--- src/rtl/alu_issue_if.sv ---
// ALU operation interface: decoded op + operands
// flowing from the issue stage into the ALU.
interface alu_issue_if;
    logic        valid;
    logic        ready;
    logic [12:0] op;
    logic [31:0] in1;
    logic [31:0] in2;
    logic [4:0]  rd;
    logic        we;
    logic        illegal;

    modport master (
        output valid,
        output op,
        output in1,
        output in2,
        output rd,
        output we,
        output illegal,
        input  ready
    );

    modport slave (
        input  valid,
        input  op,
        input  in1,
        input  in2,
        input  rd,
        input  we,
        input  illegal,
        output ready
    );
endinterface

--- src/rtl/alu_issue.sv ---
// RV32IM decode/issue stage: one registered slot that
// turns an instruction + operands into a one-hot ALU op.
module alu_issue (
    input  logic        clk,
    input  logic        rst,
    input  logic        flush,
    input  logic        in_valid,
    output logic        in_ready,
    input  logic [31:0] in_inst,
    input  logic [31:0] in_pc,
    input  logic [31:0] in_rs1_val,
    input  logic [31:0] in_rs2_val,
    alu_issue_if.master alu
);

    localparam logic [12:0] OP_ADD  = 13'h0001;
    localparam logic [12:0] OP_SUB  = 13'h0002;
    localparam logic [12:0] OP_XOR  = 13'h0004;
    localparam logic [12:0] OP_OR   = 13'h0008;
    localparam logic [12:0] OP_AND  = 13'h0010;
    localparam logic [12:0] OP_SLL  = 13'h0020;
    localparam logic [12:0] OP_SRL  = 13'h0040;
    localparam logic [12:0] OP_SRA  = 13'h0080;
    localparam logic [12:0] OP_SLT  = 13'h0100;
    localparam logic [12:0] OP_SLTU = 13'h0200;
    localparam logic [12:0] OP_MUL  = 13'h0400;
    localparam logic [12:0] OP_DIV  = 13'h0800;
    localparam logic [12:0] OP_REM  = 13'h1000;

    localparam logic [6:0] F7_BASE = 7'b0000000;
    localparam logic [6:0] F7_ALT  = 7'b0100000;
    localparam logic [6:0] F7_MULD = 7'b0000001;

    // funct3 mapping shared by OP and OP-IMM
    function automatic logic [12:0] base_op(
        input logic [2:0] f3
    );
        logic [12:0] r;
        unique case (f3)
            3'b000:  r = OP_ADD;
            3'b001:  r = OP_SLL;
            3'b010:  r = OP_SLT;
            3'b011:  r = OP_SLTU;
            3'b100:  r = OP_XOR;
            3'b101:  r = OP_SRL;
            3'b110:  r = OP_OR;
            default: r = OP_AND;
        endcase
        return r;
    endfunction

    logic [6:0]  opcode;
    logic [2:0]  f3;
    logic [6:0]  f7;
    logic [4:0]  rd_f;
    logic [31:0] imm_i;
    logic [31:0] imm_s;
    logic [31:0] imm_u;
    logic [31:0] shamt;
    logic        unused_rs1_field;

    assign opcode = in_inst[6:0];
    assign f3     = in_inst[14:12];
    assign f7     = in_inst[31:25];
    assign rd_f   = in_inst[11:7];
    assign imm_i  = {{20{in_inst[31]}}, in_inst[31:20]};
    assign imm_s  = {{20{in_inst[31]}},
                     in_inst[31:25], in_inst[11:7]};
    assign imm_u  = {in_inst[31:12], 12'b0};
    assign shamt  = {27'b0, in_inst[24:20]};
    assign unused_rs1_field = ^in_inst[19:15];

    logic is_op;
    logic is_opimm;
    logic is_lui;
    logic is_auipc;
    logic is_load;
    logic is_store;

    assign is_op    = (opcode == 7'b0110011);
    assign is_opimm = (opcode == 7'b0010011);
    assign is_lui   = (opcode == 7'b0110111);
    assign is_auipc = (opcode == 7'b0010111);
    assign is_load  = (opcode == 7'b0000011);
    assign is_store = (opcode == 7'b0100011);

    logic [12:0] dec_op;
    logic [31:0] dec_in1;
    logic [31:0] dec_in2;
    logic [4:0]  dec_rd;
    logic        dec_we;
    logic        dec_ill;

    always_comb begin
        dec_op  = 13'b0;
        dec_in1 = 32'b0;
        dec_in2 = 32'b0;
        dec_rd  = rd_f;
        dec_we  = (rd_f != 5'd0);
        dec_ill = 1'b0;
        unique case (1'b1)
            is_op: begin
                dec_in1 = in_rs1_val;
                dec_in2 = in_rs2_val;
                if (f7 == F7_BASE) begin
                    dec_op = base_op(f3);
                end else if (f7 == F7_ALT) begin
                    if (f3 == 3'b000)
                        dec_op = OP_SUB;
                    else if (f3 == 3'b101)
                        dec_op = OP_SRA;
                    else
                        dec_ill = 1'b1;
                end else if (f7 == F7_MULD) begin
                    if (f3 == 3'b000)
                        dec_op = OP_MUL;
                    else if (f3 == 3'b100)
                        dec_op = OP_DIV;
                    else if (f3 == 3'b110)
                        dec_op = OP_REM;
                    else
                        dec_ill = 1'b1;
                end else begin
                    dec_ill = 1'b1;
                end
            end
            is_opimm: begin
                dec_in1 = in_rs1_val;
                dec_in2 = imm_i;
                dec_op  = base_op(f3);
                // shifts take shamt and police funct7
                if (f3 == 3'b001) begin
                    dec_in2 = shamt;
                    if (f7 != F7_BASE)
                        dec_ill = 1'b1;
                end else if (f3 == 3'b101) begin
                    dec_in2 = shamt;
                    if (f7 == F7_ALT)
                        dec_op = OP_SRA;
                    else if (f7 != F7_BASE)
                        dec_ill = 1'b1;
                end
            end
            is_lui: begin
                dec_op  = OP_ADD;
                dec_in2 = imm_u;
            end
            is_auipc: begin
                dec_op  = OP_ADD;
                dec_in1 = in_pc;
                dec_in2 = imm_u;
            end
            is_load: begin
                dec_op  = OP_ADD;
                dec_in1 = in_rs1_val;
                dec_in2 = imm_i;
            end
            is_store: begin
                dec_op  = OP_ADD;
                dec_in1 = in_rs1_val;
                dec_in2 = imm_s;
                dec_rd  = 5'd0;
                dec_we  = 1'b0;
            end
            default: dec_ill = 1'b1;
        endcase
        if (dec_ill) begin
            dec_op  = 13'b0;
            dec_in1 = 32'b0;
            dec_in2 = 32'b0;
            dec_rd  = rd_f;
            dec_we  = 1'b0;
        end
    end

    logic        valid_q, valid_d;
    logic [12:0] op_q, op_d;
    logic [31:0] in1_q, in1_d;
    logic [31:0] in2_q, in2_d;
    logic [4:0]  rd_q, rd_d;
    logic        we_q, we_d;
    logic        ill_q, ill_d;
    logic        accept;

    assign in_ready = !valid_q || alu.ready;
    assign accept   = in_valid && in_ready && !flush;

    always_comb begin
        valid_d = valid_q;
        op_d    = op_q;
        in1_d   = in1_q;
        in2_d   = in2_q;
        rd_d    = rd_q;
        we_d    = we_q;
        ill_d   = ill_q;
        if (flush) begin
            valid_d = 1'b0;
            op_d    = 13'b0;
            in1_d   = 32'b0;
            in2_d   = 32'b0;
            rd_d    = 5'd0;
            we_d    = 1'b0;
            ill_d   = 1'b0;
        end else if (accept) begin
            valid_d = 1'b1;
            op_d    = dec_op;
            in1_d   = dec_in1;
            in2_d   = dec_in2;
            rd_d    = dec_rd;
            we_d    = dec_we;
            ill_d   = dec_ill;
        end else if (valid_q && alu.ready) begin
            valid_d = 1'b0;
        end
    end

    always_ff @(posedge clk) begin
        if (rst) begin
            valid_q <= 1'b0;
            op_q    <= 13'b0;
            in1_q   <= 32'b0;
            in2_q   <= 32'b0;
            rd_q    <= 5'd0;
            we_q    <= 1'b0;
            ill_q   <= 1'b0;
        end else begin
            valid_q <= valid_d;
            op_q    <= op_d;
            in1_q   <= in1_d;
            in2_q   <= in2_d;
            rd_q    <= rd_d;
            we_q    <= we_d;
            ill_q   <= ill_d;
        end
    end

    assign alu.valid   = valid_q;
    assign alu.op      = op_q;
    assign alu.in1     = in1_q;
    assign alu.in2     = in2_q;
    assign alu.rd      = rd_q;
    assign alu.we      = we_q;
    assign alu.illegal = ill_q;

endmodule

--- src/flat_wrapper.sv ---
// flat-port wrapper written by rule: the top's interface ports become plain ports
module alu_issue_flat 
  (clk, rst, flush, in_valid, in_ready, in_inst, in_pc, in_rs1_val, in_rs2_val, alu_valid, alu_op, alu_in1, alu_in2, alu_rd, alu_we, alu_illegal, alu_ready);
  alu_issue_if alu_i ();
  input  logic clk;
  input  logic rst;
  input  logic flush;
  input  logic in_valid;
  output logic in_ready;
  input  logic [31:0] in_inst;
  input  logic [31:0] in_pc;
  input  logic [31:0] in_rs1_val;
  input  logic [31:0] in_rs2_val;
  output wire logic [$bits(alu_i.valid)-1:0] alu_valid;
  output wire logic [$bits(alu_i.op)-1:0] alu_op;
  output wire logic [$bits(alu_i.in1)-1:0] alu_in1;
  output wire logic [$bits(alu_i.in2)-1:0] alu_in2;
  output wire logic [$bits(alu_i.rd)-1:0] alu_rd;
  output wire logic [$bits(alu_i.we)-1:0] alu_we;
  output wire logic [$bits(alu_i.illegal)-1:0] alu_illegal;
  input wire logic [$bits(alu_i.ready)-1:0] alu_ready;
  assign alu_valid = alu_i.valid;
  assign alu_op = alu_i.op;
  assign alu_in1 = alu_i.in1;
  assign alu_in2 = alu_i.in2;
  assign alu_rd = alu_i.rd;
  assign alu_we = alu_i.we;
  assign alu_illegal = alu_i.illegal;
  assign alu_i.ready = alu_ready;
  alu_issue u_core (.clk(clk), .rst(rst), .flush(flush), .in_valid(in_valid), .in_ready(in_ready), .in_inst(in_inst), .in_pc(in_pc), .in_rs1_val(in_rs1_val), .in_rs2_val(in_rs2_val), .alu(alu_i));
endmodule
--- config.mk ---
export PLATFORM = sky130hd
export DESIGN_NAME = alu_issue_flat
export DESIGN_NICKNAME = d
export VERILOG_FILES = /design/src/rtl/alu_issue_if.sv /design/src/rtl/alu_issue.sv /design/src/flat_wrapper.sv
export SDC_FILE = /design/constraint.sdc
export NUM_CORES = 1
export LEC_CHECK = 0
export CAP_MARGIN = 20
export CELL_PAD_IN_SITES_DETAIL_PLACEMENT = 2
export CELL_PAD_IN_SITES_GLOBAL_PLACEMENT = 2
export CORE_MARGIN = 2
export CORE_UTILIZATION = 34
export DETAILED_ROUTE_END_ITERATION = 16
export DONT_BUFFER_PORTS = 1
export GPL_TIMING_DRIVEN = 0
export PLACE_DENSITY_LB_ADDON = 0.1
export SYNTH_ARGS = -nofsm -noshare
export SYNTH_HDL_FRONTEND = slang
export SYNTH_SLANG_ARGS = --single-unit
--- constraint.sdc ---
create_clock -name clk -period 2.92 [get_ports clk]
set_clock_uncertainty 0.15 [all_clocks]
set_input_delay 0.438 -clock clk [delete_from_list [all_inputs] [get_ports clk]]
set_output_delay 0.438 -clock clk [all_outputs]
set_load 0.1 [all_outputs]
==> results_dict.tcl <==
set metrics [dict create \
    status "completed" \
    whs_ps 78.9 \
    final_cell_area_um2 4420 \
    powerDensity_nw_per_um2 589 \
    cp.arrival_ps 2800 \
    via_count 3654 \
    min_path_cells 2 \
    grt_use_total 0.227 \
    drive_gt1_frac 0.0858 \
    rows 39 \
    slew_headroom 0.323 \
    drt-initial-drc-count 182 \
    clk_pin_slew_ps 60 \
    postRouteWirelength_um 14200 \
    synth_area_um2 3890 \
    p_leak_nw 1.37 \
    wl_per_cell_um 24.3 \
    fp.dieH_um 111 \
    first_pass_iters 4 \
    ys_seq_elements 85 \
    hold_buffers 0 \
    cpPeakStageDelay_ps 660 \
    clkSinkCount 85 \
    start_util 0.345 \
    core_um2 11300 \
    end_kind "register" \
    gr-total-overflow 0 \
    fin_crit_sh 0.915 \
    synthFlopType "dfxtp_1" \
    final_cells 586 \
    drv_slew 0 \
    worstMarginPinSlew_ps 1010 \
    finalCriticalPeriod_ps 2670 \
    rsz0062_at_grt "no" \
    drcViolationCount 0 \
    die-area_um2 12300 \
    synth_cells 426 \
    placed_area_um2 4080 \
    final-hold-violation-count 0 \
    critPathMaxFanout 10 \
    cts_max_level 3 \
    ir_drop_uv 314 \
    area.growth.synth_to_final_pct 13.6 \
    regToRegSetupSlack_ps 260 \
    reg2regPathDepth 6 \
    place_congestion 0.778 \
    clock_latency_ps 340 \
    reg2reg_from "u_core.alu.valid" \
    io_buffers 0 \
    final_antenna_net_count 0 \
    crit_required_ps 3050 \
    clock.fmax_ghz 0.374 \
    grt_antenna_before_repair 0 \
    cpMostUsedCell "clkbuf_1" \
    r2r-end "u_core.alu.in2[16]" \
    synth.avg_cell_area_um2 9.14 \
    ys_seq_area_frac 0.437 \
    place_inst 569 \
    start_kind "primary input" \
    setup_violations 0 \
    cap_violations 0 \
    nets 571 \
    numCtsBuffers 9 \
    grt_pass1_wl_um 22100 \
    post_cts_buffers 0 \
    via_per_inst 6.24 \
    min_from "in_valid" \
    path_cells "clkbuf_1 > nand2b_1 > nor3_1 > clkbuf_1 > nor4b_1 > a22oi_1 > nor2_1" \
    die_x_um 111 \
    clk_path_buf_depth 2 \
    criticalPathCategory "primary input to register" \
    syn_nets 559 \
    p_total_mw 2.61 \
    hold_class "primary input to register" \
    diodes 0 \
    hold_end "u_core.alu.valid" \
    yosysWarningCount 0 \
    async_flop_share 0 \
    hpwlAfterDp_um 10900 \
    grt_pass1_vias 3873 \
    grt_start_max_net_pins 14 \
    slowest_stage "nor4b_1" \
    critPathLaunch "in_inst[4]" \
    cts_tree "done" \
    ys_types 44 \
    design.portCount 219 \
    ctsRootBufferMaster "clkbuf_16" \
    synth-edff-count 0 \
]
==> area by class of cell <==
class	count	area, um^2
clock inverter	4	70.1
clock buffer	12	256
tap	143	179
fill	1233	6850
buffer	47	198
inverter	4	15.0
multi-input combinational	290	2000
sequential	85	1700
timing repair buffer	1	5.00
==> per-stage QoR <==
| step | util | setup TNS, ps | setup slack, ps |
|---|---|---|---|
| after global routing | 0.392 | 0 | 23.0 |
| after floorplan | - | 0 | 239 |
| after global placement | 0.362 | -935 | -138 |
| after detailed placement | 0.362 | -4140 | -163 |
| after CTS | 0.391 | 0 | 105 |
| final | 0.392 | 0 | 247 |
==> metal layers <==
layer | up-vias | part of all wire | GRT usage
met2 | 150 | 0.49 | 0.390
met3 | 23 | 0.083 | 0.0782
met4 | 0 | 0.024 | 0.0922
met1 | 1797 | 0.40 | 0.259
met5 | - | 0 | 0
li1 | 1684 | - | -
==> flip-flops by register name, indices dropped and copies added (netlist names) <==
signal and flops:
u_core.alu.in1 32, u_core.alu.in2 32, u_core.alu.op 13, u_core.alu.rd 5, u_core.alu.illegal 1, u_core.alu.valid 1
u_core.alu.we 1
==> synth_stat cells, types with 3 or more instances <==
master / instances / share of area
nand2_1: 26 / 0.025
inv_1: 4 / 0.0039
and3_1: 4 / 0.0064
nor2_1: 20 / 0.019
o21ai_0: 5 / 0.0064
nand2b_1: 3 / 0.0048
a22oi_1: 40 / 0.077
nand4_1: 3 / 0.0048
clkbuf_1: 43 / 0.041
nor2b_1: 6 / 0.0096
o31ai_2: 8 / 0.026
o31ai_1: 49 / 0.094
a21oi_1: 11 / 0.014
a32oi_1: 7 / 0.016
nor3_1: 5 / 0.0064
mux2i_1: 5 / 0.013
a32o_1: 11 / 0.028
a221oi_1: 19 / 0.043
nand3_1: 40 / 0.051
dfxtp_1: 85 / 0.44
==> worst max-delay path: cells and delay by family <==
kind,cells,cell delay (ps)
AOI/OAI and AO/OA,1,140
and+or+nand+nor,4,1390
buffers and inverters,2,820
==> worst max path at each step <==
stage / to / slack (ps) / cells past startpoint
floorplan: u_core.alu.in2[25] / 240 / 8
global placement: u_core.alu.op[0] / -140 / 5
detailed placement: u_core.alu.op[0] / -160 / 5
CTS: u_core.alu.in2[25] / 110 / 6
global route: u_core.alu.in2[23] / 20 / 7
finish: u_core.alu.op[11] / 250 / 7
==> cell usage in the layout, fill, tap and decap left out, types with 2 or more instances in the layout <==
cell type and instances:
nand2_1 26, a22o_1 2, nand4_1 3, a32oi_1 7
dfxtp_1 84, o31ai_2 8, o21a_1 2, or3_1 2
buf_2 3, inv_1 4, o31ai_1 49, clkbuf_16 9
nor2_1 20, buf_6 2, a21oi_1 11, clkinv_2 2
clkbuf_1 41, o31ai_4 2, clkbuf_8 2, a32o_1 11
bufinv_16 2, a221oi_1 19, nor3_1 5, nand2b_1 2
and3_1 4, o21ai_0 5, nor3b_1 2, nand3_1 40
clkbuf_2 3, mux2i_1 5, o31a_1 2, nor2b_1 6
a22oi_1 40
==> kinds of logic after synthesis <==
group           share of synthesized area
buf+inv                            0.0533
xor+xnor                          0.00225
mux                                0.0129
flops                               0.437
simple gates                        0.159
compound gates                      0.336
==> report_power, final <==
part	total [mW]	internal [mW]	switching, mW
sequential	1.19	1.16	0.0308
combinational	0.149	0.0398	0.109
clock	1.26	0.794	0.469
==> timing repair <==
action,CTS,global route
setup endpoints to repair,24,15
cloned,0,0
resized for setup,3,5
Note: power is estimated with default switching activity, not from simulation.
